--- config.mk ---
export PLATFORM = sky130hd
export DESIGN_NAME = seq_chunk_adder_flat
export DESIGN_NICKNAME = d
export VERILOG_FILES = /design/src/rtl/seq_chunk_adder_if.sv /design/src/rtl/seq_chunk_adder.sv /design/src/flat_wrapper.sv
export SDC_FILE = /design/constraint.sdc
export NUM_CORES = 1
export LEC_CHECK = 0
export ABC_AREA = 0
export CORE_UTILIZATION = 45
export DETAILED_ROUTE_END_ITERATION = 8
export PLACE_DENSITY = 0.8
export SLEW_MARGIN = 30
export SYNTH_ARGS = -nofsm -noshare
export SYNTH_HDL_FRONTEND = slang
export SYNTH_SLANG_ARGS = --single-unit
export TNS_END_PERCENT = 30
--- constraint.sdc ---
create_clock -name clock -period 3.4 [get_ports clock]
set_input_delay 0.34 -clock clock [delete_from_list [all_inputs] [get_ports clock]]
set_output_delay 0.34 -clock clock [all_outputs]
set_load 0.02 [all_outputs]
--- src/rtl/seq_chunk_adder_if.sv ---
// Operand/result handshake bundle for seq_chunk_adder.
// Producer/consumer side uses master; the adder uses slave.
interface seq_chunk_adder_if #(
   parameter int WIDTH = 32
);
   logic             in_valid;
   logic             in_ready;
   logic [WIDTH-1:0] a;
   logic [WIDTH-1:0] b;
   logic             cin;
   logic             sub;
   logic             out_valid;
   logic             out_ready;
   logic [WIDTH-1:0] sum;
   logic             cout;
   logic             overflow;
   logic             zero;

   modport master (
      output in_valid, a, b, cin, sub, out_ready,
      input  in_ready, out_valid, sum, cout, overflow, zero
   );

   modport slave (
      input  in_valid, a, b, cin, sub, out_ready,
      output in_ready, out_valid, sum, cout, overflow, zero
   );
endinterface

--- src/rtl/seq_chunk_adder.sv ---
// Multi-cycle add/sub: one CHUNK-bit ripple slice per cycle, LSB first,
// carry registered between cycles; results leave on a valid/ready handshake.
module seq_chunk_adder #(
   parameter int WIDTH = 32,
   parameter int CHUNK = 8
) (
   input  logic             clock,
   input  logic             reset,
   seq_chunk_adder_if.slave bus
);
   localparam int NCHUNK = WIDTH / CHUNK;
   localparam int IW     = (NCHUNK > 1) ? $clog2(NCHUNK) : 1;
   localparam logic [IW-1:0] LAST = IW'(NCHUNK - 1);

   generate
      if ((WIDTH % CHUNK) != 0) begin : g_bad_chunk
         $error("seq_chunk_adder: WIDTH must be a multiple of CHUNK");
      end
   endgenerate

   typedef enum logic [1:0] {
      S_IDLE,
      S_RUN,
      S_DONE
   } state_t;

   state_t           r_state;
   logic [WIDTH-1:0] r_a;
   logic [WIDTH-1:0] r_b;
   logic             r_carry;
   logic [IW-1:0]    r_idx;
   logic [WIDTH-1:0] r_sum;
   logic             r_cout;
   logic             r_ovf;
   logic             r_zero;

   int               w_base;
   logic [CHUNK-1:0] w_ach;
   logic [CHUNK-1:0] w_bch;
   logic [CHUNK:0]   w_add;
   logic             w_msb_cin;
   logic [WIDTH-1:0] w_sum_nxt;
   logic             w_last;

   always_comb begin
      w_base    = int'(r_idx) * CHUNK;
      w_ach     = r_a[w_base +: CHUNK];
      w_bch     = r_b[w_base +: CHUNK];
      w_add     = {1'b0, w_ach} + {1'b0, w_bch}
                + {{CHUNK{1'b0}}, r_carry};
      // Carry into the top bit of this slice; only meaningful on the last chunk
      w_msb_cin = w_ach[CHUNK-1] ^ w_bch[CHUNK-1] ^ w_add[CHUNK-1];
      w_sum_nxt = r_sum;
      w_sum_nxt[w_base +: CHUNK] = w_add[CHUNK-1:0];
      w_last    = (r_idx == LAST);
   end

   always_ff @(posedge clock) begin
      if (reset) begin
         r_state <= S_IDLE;
         r_a     <= '0;
         r_b     <= '0;
         r_carry <= 1'b0;
         r_idx   <= '0;
         r_sum   <= '0;
         r_cout  <= 1'b0;
         r_ovf   <= 1'b0;
         r_zero  <= 1'b0;
      end else begin
         unique case (r_state)
            S_IDLE: begin
               if (bus.in_valid) begin
                  r_a     <= bus.a;
                  r_b     <= bus.b ^ {WIDTH{bus.sub}};
                  r_carry <= bus.sub | bus.cin;
                  r_idx   <= '0;
                  r_state <= S_RUN;
               end
            end
            S_RUN: begin
               r_sum   <= w_sum_nxt;
               r_carry <= w_add[CHUNK];
               if (w_last) begin
                  r_cout  <= w_add[CHUNK];
                  r_ovf   <= w_msb_cin ^ w_add[CHUNK];
                  r_zero  <= (w_sum_nxt == '0);
                  r_state <= S_DONE;
               end else begin
                  r_idx <= r_idx + 1'b1;
               end
            end
            S_DONE: begin
               if (bus.out_ready) begin
                  r_state <= S_IDLE;
               end
            end
            default: r_state <= S_IDLE;
         endcase
      end
   end

   assign bus.in_ready  = (r_state == S_IDLE) && !reset;
   assign bus.out_valid = (r_state == S_DONE);
   assign bus.sum       = r_sum;
   assign bus.cout      = r_cout;
   assign bus.overflow  = r_ovf;
   assign bus.zero      = r_zero;
endmodule

--- src/flat_wrapper.sv ---
// flat-port wrapper written by rule: the top's interface ports become plain ports
module seq_chunk_adder_flat 
#(
   parameter int WIDTH = 32,
   parameter int CHUNK = 8
)
  (clock, reset, bus_in_valid, bus_a, bus_b, bus_cin, bus_sub, bus_out_ready, bus_in_ready, bus_out_valid, bus_sum, bus_cout, bus_overflow, bus_zero);
  seq_chunk_adder_if #(.WIDTH(WIDTH)) bus_i ();
  input  logic clock;
  input  logic reset;
  input wire logic [$bits(bus_i.in_valid)-1:0] bus_in_valid;
  input wire logic [$bits(bus_i.a)-1:0] bus_a;
  input wire logic [$bits(bus_i.b)-1:0] bus_b;
  input wire logic [$bits(bus_i.cin)-1:0] bus_cin;
  input wire logic [$bits(bus_i.sub)-1:0] bus_sub;
  input wire logic [$bits(bus_i.out_ready)-1:0] bus_out_ready;
  output wire logic [$bits(bus_i.in_ready)-1:0] bus_in_ready;
  output wire logic [$bits(bus_i.out_valid)-1:0] bus_out_valid;
  output wire logic [$bits(bus_i.sum)-1:0] bus_sum;
  output wire logic [$bits(bus_i.cout)-1:0] bus_cout;
  output wire logic [$bits(bus_i.overflow)-1:0] bus_overflow;
  output wire logic [$bits(bus_i.zero)-1:0] bus_zero;
  assign bus_i.in_valid = bus_in_valid;
  assign bus_i.a = bus_a;
  assign bus_i.b = bus_b;
  assign bus_i.cin = bus_cin;
  assign bus_i.sub = bus_sub;
  assign bus_i.out_ready = bus_out_ready;
  assign bus_in_ready = bus_i.in_ready;
  assign bus_out_valid = bus_i.out_valid;
  assign bus_sum = bus_i.sum;
  assign bus_cout = bus_i.cout;
  assign bus_overflow = bus_i.overflow;
  assign bus_zero = bus_i.zero;
  seq_chunk_adder #(.WIDTH(WIDTH), .CHUNK(CHUNK)) u_core (.clock(clock), .reset(reset), .bus(bus_i));
endmodule
==> metrics.md <==
| Metric | Value |
|---|---|
| Routability-driven placement congestion ratio | 0.907 |
| Deepest clock path buffer count | 2 |
| CTS root buffer | clkbuf_8 |
| Power Density | 434 nW/µm² |
| Crit-path cells | mux4_2, fa_1, fa_1, a21o_1, a221oi_2, xnor2_1, o21ai_0, a21bo_2, o31ai_2 |
| Yosys top cell by area | dfxtp_1 |
| Slew Viols, Final | 0 |
| Post-CTS sizing | 0 |
| Reg clk slew, reported paths | 0.10 ns |
| Worst path slowest cell | mux4_2 |
| Wire per inst | 15.3 µm |
| Die Ht | 106 µm |
| Sink Count | 104 |
| Layout cell share with drive strength beyond 1 | 8.75% |
| Antenna cells | 0 |
| Final nets | 720 |
| Synth top area share | 42.6% |
| Post-Syn Nets | 627 |
| Outcome | finished clean |
| Syn avg cell area | 9.02 µm² |
| Routed Wire Length | 11.9 mm |
| Largest net degree at the start of global routing | 103 |
| EDFF count, synth | 0 |
| Placed Area | 6060 µm² |
| Core Rows | 37 |
| Area Overhead vs Synth | 28.7% |
| Cts hold-fix bufs | 0 |
| Final instance area | 6290 µm² |
| Fin crit share | 94.8% |
| Residual DRC | 0 |
| Top_reg_cell synth | dfxtp_1 |
| Most used cell, CP | fa_1 |
| Synthesized area | 4890 µm² |
| Placed insts | 760 |
| Max-Cap Viols | 0 |
| CTS tree | done |
| CP peak stage delay | 0.53 ns |
| CTS buffer count | 9 |
| Number of cells produced by synthesis | 542 |
| Endpoints failing setup | 0 |
| Htree depth | 3 |
| Leak Pwr | 2.32 nW |
| Commonest cells after routing, fill and taps aside | clkdlybuf4s50_1, dfxtp_1, nor2_1, nand2_1, a21oi_1 |
| Post-CTS Setup Inserts | 0 |
| Vias in the first global route | 4,123 |
| Grt total ovfl | 0 |
| CP startpoint kind | register |
| GR Util All Layers | 22.0% |
| Setup CP Type | reg -> reg |
| Initial Utilization | 46.9% |
| Slew HR | 43.2% |
| Post-synth cell types | 50 |
| Worst path arrival time | 3.51 ns |
| Clk_lat worst skew | 0.38 ns |
| Register area share after synthesis | 42.6% |
| Die X | 106 µm |
| Synthesized flop and latch total | 104 |
| Tmin final | 3.22 ns |
| Final hold vios | 0 |
| RSZ-0062 raised after global routing | no |
| Worst slew pin tran | 0.852 ns |
| Ports | 107 |
| TNS Setup | 0 ns |
| Crit path required time | 3.69 ns |
| Clock Skews | 0.0139 ns |
| Synth top area cells | dfxtp_1, mux4_2, xnor2_1 |
| Worst hold path class | in -> reg |
| Via density | 5.59 |
| Initial antenna violation count | 0 |
| Port buffer count | 106 |
| FMAX | 0.310 GHz |
| Global-route wire length before repair | 19.7 mm |
| Final ANT Viol Nets | 0 |
| Fin util | 60.4% |
| IR drop worst, VDD | 0.000268 V |
| Core area | 10,400 µm² |
| Pre-antenna DRT Iters | 6 |
| Final Non-Filler Cells | 776 |
| Die area | 11,300 µm² |
| Detailed Place HPWL | 9.02 mm |
| Synth warn | 0 |
| Initial DRC Count | 294 |
| Crit end category | register |
| Crit-path max FO | 4 |
| Fraction of registers with async set/reset | 0% |
| DR vias | 4,337 |
| Final Power | 2.73 mW |
-- power breakdown --
group	leakage [nW]	total (mW)	switching, mW	internal (mW)
combinational	1.35	0.583	0.307	0.276
clock	0.111	0.824	0.462	0.363
sequential	0.852	1.33	0.0404	1.29
total	2.32	2.73	0.809	1.92
-- registers in the layout, summed over array words and instances, names as in the netlist --
signal               cells
u_core.bus.zero          1
u_core.r_a              32
u_core.bus.overflow      1
u_core.r_b              32
u_core.r_state           2
u_core.bus.sum          32
u_core.r_carry           1
u_core.bus.cout          1
u_core.r_idx             2
-- per-layer routing --
| layer | wire [µm] | global-route usage (%) |
|---|---|---|
| met1 | 5270 | 28.6 |
| met2 | 5780 | 37.3 |
| met3 | 689 | 4.66 |
| met4 | 139 | 5.06 |
| met5 | 0 | 0 |
-- area by class of cell --
class / count / area [µm²]
clock buffers: 9 / 124
multi-input cells: 398 / 2660
repair buffers: 118 / 1140
well taps: 136 / 170
inverters: 4 / 15.0
fillers: 890 / 4120
flip-flops and latches: 104 / 2080
clock inverters: 7 / 100
-- critical path: cells and delay by family (launching register included) --
family	cells	cell delay [ns]
AO/OA/AOI/OAI	5	1.18
adder cells (fa/ha/maj)	2	0.87
multiplexers	1	0.53
flip-flops	1	0.43
XOR/XNOR	1	0.14
-- cells in the mapped netlist, types with 2 or more instances --
| library cell | n |
|---|---|
| nor3_1 | 5 |
| nor2_1 | 77 |
| a211oi_1 | 34 |
| nand3b_1 | 2 |
| fa_1 | 2 |
| o21ai_0 | 6 |
| nand4_1 | 2 |
| nand3_1 | 5 |
| and3_1 | 2 |
| xnor2_1 | 34 |
| inv_1 | 4 |
| ha_1 | 13 |
| a22oi_1 | 30 |
| dfxtp_1 | 104 |
| nor2b_1 | 5 |
| a21o_1 | 2 |
| xor2_1 | 3 |
| o31ai_1 | 2 |
| buf_1 | 6 |
| a21oi_1 | 44 |
| nand2_1 | 76 |
| clkbuf_1 | 28 |
| nand2b_1 | 4 |
| mux4_2 | 16 |
| and2_1 | 2 |
| o21a_1 | 3 |
| nor4_1 | 7 |
| or4_1 | 2 |
-- path summary, 6_finish.rpt --
check	end	slack [ns]	startpoint	depth (start not counted)
max	u_core.bus.zero	0.18	u_core.r_idx[0]	9
min	u_core.bus.overflow	0.40	reset	3
max reg2reg	u_core.bus.zero	0.18	u_core.r_idx[0]	9
min reg2reg	u_core.r_a[5]	0.46	u_core.r_a[5]	2
-- logic make-up (layout without fill, tap and decap cells) --
kind of cell	count (synthesis)	in the layout	share of synthesized area (%)
and+or+nand+nor	195	195	17.2
buffers and inverters	40	138	3.17
muxes	18	18	7.91
adders and majority gates	15	15	4.15
DFF	104	104	42.6
xor gates and xnor gates	37	37	6.63
AOI/OAI and AO/OA	133	133	18.4
-- stage by stage --
step | hold WS (ns) | setup slack, ns
finish | 0.396 | 0.176
floorplan | 0.433 | 0.0224
detailed placement | 0.448 | 0.240
CTS | 0.359 | 0.199
global placement | 0.441 | 0.320
global route | 0.359 | 0.000235
Power figures use the tool's default switching activity.
